$ cat config.mk
export PLATFORM = sky130hd
export DESIGN_NAME = router_fifo
export DESIGN_NICKNAME = d
export VERILOG_FILES = /design/src/rtl/router_pkg.sv /design/src/rtl/router_fifo.sv
export SDC_FILE = /design/constraint.sdc
export NUM_CORES = 1
export LEC_CHECK = 0
export CORE_ASPECT_RATIO = 1.4
export CORE_UTILIZATION = 24
export DETAILED_ROUTE_END_ITERATION = 12
export PLACE_DENSITY = 0.34
export SLEW_MARGIN = 20
export SYNTH_ARGS = -nofsm -noshare
export SYNTH_HDL_FRONTEND = slang
export SYNTH_SLANG_ARGS = --single-unit
$ cat constraint.sdc
create_clock -name clock -period 7 [get_ports clock]
set_clock_uncertainty 0.1 [all_clocks]
set_input_delay 1.4 -clock clock [delete_from_list [all_inputs] [get_ports clock]]
set_output_delay 1.4 -clock clock [all_outputs]
set_load 0.01 [all_outputs]
$ cat src/rtl/router_pkg.sv
// router_pkg: shared router constants, header field positions and packet-length helper
package router_pkg;

    localparam int ROUTER_WIDTH = 8;
    localparam int ROUTER_DEPTH = 16;
    localparam int PKT_CNT_W    = 7;

    // header byte layout: destination address in the low bits, payload length above it
    localparam int HDR_ADDR_LSB = 0;
    localparam int HDR_ADDR_MSB = 1;
    localparam int HDR_LEN_LSB  = 2;
    localparam int HDR_LEN_MSB  = 7;

    typedef logic [PKT_CNT_W-1:0] pkt_cnt_t;

    // bytes still to come after a header: payload length plus the parity byte
    function automatic pkt_cnt_t pkt_bytes(input logic [ROUTER_WIDTH-1:0] hdr);
        return pkt_cnt_t'(hdr[HDR_LEN_MSB:HDR_LEN_LSB]) + pkt_cnt_t'(1);
    endfunction

endpackage

$ cat src/rtl/router_fifo.sv
// router_fifo: output-side packet FIFO of the 1x3 router
// Ports:
//   clock       rising-edge clock
//   resetn      synchronous active-low reset
//   soft_reset  synchronous flush from the synchronizer's read timeout
//   write_enb   write request from the synchronizer
//   read_enb    read request from the external port
//   lfd_state   data_in carries a header byte this cycle
//   data_in     byte to store
//   data_out    registered read data
//   full        all entries occupied
//   empty       no entries occupied
module router_fifo
    import router_pkg::*;
#(
    parameter int WIDTH = ROUTER_WIDTH,
    parameter int DEPTH = ROUTER_DEPTH,
    parameter int AW    = 4
) (
    input  logic             clock,
    input  logic             resetn,
    input  logic             soft_reset,
    input  logic             write_enb,
    input  logic             read_enb,
    input  logic             lfd_state,
    input  logic [WIDTH-1:0] data_in,
    output logic [WIDTH-1:0] data_out,
    output logic             full,
    output logic             empty
);

    logic [WIDTH-1:0] mem [DEPTH];
    logic [DEPTH-1:0] hdr;
    logic [AW:0]      wr_ptr;
    logic [AW:0]      rd_ptr;
    pkt_cnt_t         pkt_cnt;
    logic             clr;
    logic             wr_go;
    logic             rd_go;
    logic [WIDTH-1:0] rd_byte;

    // pointers carry an extra wrap bit so full and empty are distinguishable
    assign empty   = wr_ptr == rd_ptr;
    assign full    = (wr_ptr[AW] != rd_ptr[AW]) && (wr_ptr[AW-1:0] == rd_ptr[AW-1:0]);
    assign clr     = !resetn || soft_reset;
    assign wr_go   = write_enb && !full;
    assign rd_go   = read_enb && !empty;
    assign rd_byte = mem[rd_ptr[AW-1:0]];

    // payload storage needs no reset; only the header flags must be cleared
    always_ff @(posedge clock) begin
        if (!clr && wr_go)
            mem[wr_ptr[AW-1:0]] <= data_in;
    end

    always_ff @(posedge clock) begin
        if (clr) begin
            hdr      <= '0;
            wr_ptr   <= '0;
            rd_ptr   <= '0;
            pkt_cnt  <= '0;
            data_out <= '0;
        end else begin
            if (wr_go) begin
                hdr[wr_ptr[AW-1:0]] <= lfd_state;
                wr_ptr              <= wr_ptr + 1'b1;
            end
            if (rd_go) begin
                data_out <= rd_byte;
                rd_ptr   <= rd_ptr + 1'b1;
                pkt_cnt  <= hdr[rd_ptr[AW-1:0]] ? pkt_bytes(rd_byte)
                          : (pkt_cnt != '0) ? pkt_cnt - 1'b1 : pkt_cnt;
            end else if (pkt_cnt == '0) begin
                data_out <= '0;
            end
        end
    end

endmodule

======== Word-level counts from Yosys, hierarchy flattened ========
Memories as Yosys holds them, arrays and structs flattened. A register that Yosys moved wholly into a read port is not among the register bits.
Cells that the tools add are included.
word-level totals
  memories ................................ 1
  input port bits ......................... 14
  flip-flop bits (word level) ............. 41
  bits in writable memories ............... 128
  logic and storage cells ................. 44
memory list
  name  words  width  read ports  clocked after memory_dff  wr ports  line               text
  mem   16     8      1           1                         1         router_fifo.sv:32  logic [WIDTH-1:0] mem [DEPTH];
cells by class
  multiplexer cells ....................... 13
  eq/ne operators ......................... 3
  $add $sub $neg .......................... 4
  reduce and logical (&&, ||, !) cells .... 15
  $lt $le $gt $ge ......................... 3
operator list
  operator                                                     number
  bitwise mux 16 bit                                           1
  two-way mux 8 bit                                            2
  two-way mux 7 bit                                            2
  adder 5 x 1 -> 5 bit (second input constant)                 2
  less-than comparator 4 x 5 -> 1 bit (second input constant)  2
  two-way mux 4 bit                                            2
  adder 6 x 1 -> 7 bit (second input constant)                 1
  logical NOT 7 bit                                            1
  nonzero test 7 bit                                           1
  subtractor 7 x 1 -> 7 bit (second input constant)            1
  == test 5 bit                                                1
  logical AND 1 bit                                            5
  binary-select mux 1 bit (select 4 bit)                       1
  demux 1 bit (select 4 bit)                                   1
  == test 4 bit                                                1
  >= comparator 4 x 1 -> 1 bit (second input constant)         1
  logical NOT 1 bit                                            4
  two-way mux 1 bit                                            4
  nonzero test 2 bit                                           2
  AND reduction 2 bit                                          1
  logical OR 1 bit                                             1
  != test 1 bit                                                1

======== Longest topological paths before layout ========
  depth after elaboration ................. 7
  mapped depth ............................ 10
  mapped depth without buffers ............ 8

======== Worst setup path before layout ========
Ideal clock, no wire load.
  path type ............................... input to register
  start ................................... in write_enb
  end ..................................... mem mem[12][0] (netlist name), enable pin
  arrival ................................. 2.356 ns
  setup slack ............................. 4.173 ns
  stages on the path ...................... 4
  required time ........................... 6.530 ns
  library setup time ...................... 0.370 ns
  cells stage by stage .................... a21boi_1 > buf_2 > nand2_1 > nor2_1
on the way
  word-level cells in the longest chain between the ends .. 4
ends and longest elaborated chain
  what                                     line               text
  start: declaration                       router_fifo.sv:23  input logic write_enb,
  logical AND 1 bit                        router_fifo.sv:46  assign wr_go = write_enb && !full;
  logical AND 1 bit                        router_fifo.sv:52  if (!clr && wr_go)
  two-way mux 1 bit                        router_fifo.sv:52
  two-way mux 1 bit (not written as such)  router_fifo.sv:53  mem[wr_ptr[AW-1:0]] <= data_in;
  end: declaration                         router_fifo.sv:32
No other way between the ends.

======== Final worst setup path ========
  start ................................... in write_enb
  end ..................................... mem mem[6][5] (netlist name), enable pin
The elaborated chain is that of the path after synthesis.

==> impl_metrics.env <==
export IMPL_final_nets=522
export IMPL_hpwl_mm=13.09
export IMPL_final_common_cell="edfxtp_1"
export IMPL_gp_congestion=0.7616
export IMPL_p_total_mw=2.074
export IMPL_grt_ovfl_total=0
export IMPL_grt_use_met3=0.02489
export IMPL_viasPerCell=4.548
export IMPL_synth_avg_cell_area_um2=15.08
export IMPL_path_class="primary input to flip-flop"
export IMPL_synth_seq_cells=173
export IMPL_postCtsSetupBuffers=0
export IMPL_period_minus_slack_ns=3.800
export IMPL_cp_required_ns=6.96
export IMPL_wirelength_mm=18.67
export IMPL_ir_drop_mv=0.1331
export IMPL_ant_nets=0
export IMPL_root_buffer="clkbuf_16"
export IMPL_coreArea_um2=29350
export IMPL_start_util=0.2456
export IMPL_crit_fanout=13
export IMPL_grt_util_all_layers=0.1293
export IMPL_r2r_start="rd_ptr[0]"
export IMPL_hold_path_class="flip-flop to flip-flop"
export IMPL_wire_per_inst_um=20.90
export IMPL_clkSinkCount=173
export IMPL_num_rows=74
export IMPL_die_y_um=207.1
export IMPL_syn_to_final_growth_pct=15.55
export IMPL_drtIter0Drc=250
export IMPL_clkSlewWorstSetupHoldPaths_ns=0.07
export IMPL_critPathTopFamily="simple AND/OR/NAND/NOR gates"
export IMPL_drive_above_1_share=0.1637
export IMPL_top_usage_layer="met2"
export IMPL_fillers=2922
export IMPL_antenna_cells=0
export IMPL_io_pins=24
export IMPL_drv_cap=0
export IMPL_slew_violations=0
export IMPL_post_route_cell_area_um2=8329
export IMPL_async_reset_ff_frac=0
export IMPL_cts_hold_buf=0
export IMPL_synth_edf_count=128
export IMPL_synth_net_count=500
export IMPL_die_area_um2=30740
export IMPL_placed_cell_area_um2=7779
export IMPL_final_cell_mix="edfxtp_1 (128), dfxtp_1 (44), mux4_2 (37), nor2_1 (34), a21oi_1 (32)"
export IMPL_first_pass_iters=5
export IMPL_worst_slew_pin_slew_ns=1.007
export IMPL_die_w_um=148.5
export IMPL_rsz0062_at_grt="no"
export IMPL_clk_path_buf_depth=2
export IMPL_worst_endpoint_arrival_ns=3.76
export IMPL_status="completed"
export IMPL_port_buffers=23
export IMPL_crit_chain="clkdlybuf4s50_1 > a21boi_1 > nand2_1 > nor2_1"
export IMPL_cts_buffers=17
export IMPL_clk_latency_ns=0.44
export IMPL_setup_tns_ns=0
export IMPL_critPathCaptureType="flip-flop"
export IMPL_setup_violations=0
export IMPL_power_leakage_nw=2.432
export IMPL_yosys_warnings=0
export IMPL_remaining_drc_errors=0
export IMPL_grt_pass1_wl_mm=28.41
export IMPL_hold_start="data_out[0]"
export IMPL_grt_pass1_vias=4271
export IMPL_ctsResizeCount=0
export IMPL_powerDensity_nw_per_um2=249.0
export IMPL_num_vias=4061
export IMPL_cp_slowest_cell="nor2_1"
export IMPL_relSlewSlack=0.3275
export IMPL_fmax_ghz=0.2631
export IMPL_met1_usage=0.1551
export IMPL_hold_violations=0
export IMPL_timing_final_crit_share=0.5429
export IMPL_ctsHtreeMaxLevel=4
export IMPL_critPathBufInv=1
export IMPL_synth_area_um2=7208
export IMPL_cts_tree="built"
export IMPL_synth_main_ff_cell="edfxtp_1"
export IMPL_synthCells=478
export IMPL_ys_seq_area_frac=0.6582
export IMPL_grt_start_max_net_pins=42
export IMPL_met2_usage=0.2253
export IMPL_slowest_delay_ns=0.71
export IMPL_antenna_found_initial=0
export IMPL_synth_cell_types=50
export IMPL_crit_start="write_enb"
export IMPL_worstSetupStartpointType="primary input"
==> worst min-delay path: stages, from the launching register on <==
cell	delay, ns
dfxtp_1	0.31
nand3_1	0.06
a21oi_1	0.06
==> registers in the layout (all words and copies together) (netlist names), named ones only <==
| name | count |
|---|---|
| mem | 128 |
| hdr | 16 |
| data_out | 8 |
| pkt_cnt | 7 |
| rd_ptr | 5 |
| wr_ptr | 5 |
==> cells by family (layout without fill, tap and decap cells) <==
| logic type | count (synthesis) | after routing | share of synthesized area |
|---|---|---|---|
| compound gates | 82 | 82 | 0.06996 |
| xor+xnor | 17 | 17 | 0.02066 |
| mux | 43 | 43 | 0.1262 |
| fa+ha+maj | 8 | 8 | 0.01389 |
| simple gates | 126 | 126 | 0.08592 |
| buf+inv | 29 | 64 | 0.02517 |
| flops | 173 | 173 | 0.6582 |
==> metrics by stage <==
step / worst slack (ns) / hold WS (ns) / utilization / cells
floorplan: 4.173 / 0.3506 / - / 478
global placement: 2.793 / 0.3593 / 0.2650 / 861
detailed placement: 2.713 / 0.3614 / 0.2650 / 861
CTS: 3.171 / 0.3714 / 0.2838 / 893
global route: 2.929 / 0.3873 / 0.2838 / 893
finish: 3.200 / 0.3687 / 0.2838 / 893
==> per-layer routing <==
layer | part of all wire | up-vias
met5 | 0 | -
met2 | 0.54 | 70
met4 | 0.019 | 0
met3 | 0.024 | 25
li1 | - | 1892
met1 | 0.42 | 2074
==> power breakdown <==
part	switching (mW)	internal (mW)	total (mW)
Combinational	0.0461	0.0238	0.0699
Sequential	0.00258	1.10	1.11
Clock	0.409	0.490	0.899
==> cell usage after synthesis (3+ instances only) <==
library cell / number / share of area
a21oi_1: 32 / 0.022
a221oi_1: 3 / 0.0036
a22oi_1: 6 / 0.0062
a22oi_2: 3 / 0.0052
and2_1: 7 / 0.0061
buf_6: 4 / 0.0062
clkbuf_1: 11 / 0.0057
dfxtp_1: 45 / 0.12
edfxtp_1: 128 / 0.53
ha_1: 8 / 0.014
inv_1: 6 / 0.0031
mux2i_1: 5 / 0.0069
mux4_2: 37 / 0.12
nand2_1: 25 / 0.013
nand2b_1: 6 / 0.0052
nand3_1: 27 / 0.019
nand4_1: 9 / 0.0078
nor2_1: 34 / 0.018
nor2b_1: 4 / 0.0035
o21ai_0: 20 / 0.014
xnor2_1: 9 / 0.011
xor2_1: 8 / 0.0097
==> final cells by class <==
class | instances | area (µm²) | area share
inverter | 6 | 22.52 | 0.002704
clock inverter | 13 | 117.6 | 0.01412
clock buffer | 19 | 432.9 | 0.05198
tap | 380 | 475.5 | 0.05708
sequential | 173 | 4746 | 0.5698
multi-input combinational | 276 | 2282 | 0.2740
timing repair buffer | 26 | 252.7 | 0.03034
==> worst paths after layout <==
kind | end | slack [ns] | cells past startpoint
worst max-delay path | mem[6][5] | 3.20 | 4
worst min-delay path | data_out[0] | 0.37 | 2
worst max register to register | mem[6][5] | 3.49 | 5
worst min register to register | data_out[0] | 0.37 | 2
Note: power is estimated with default switching activity, not from simulation.
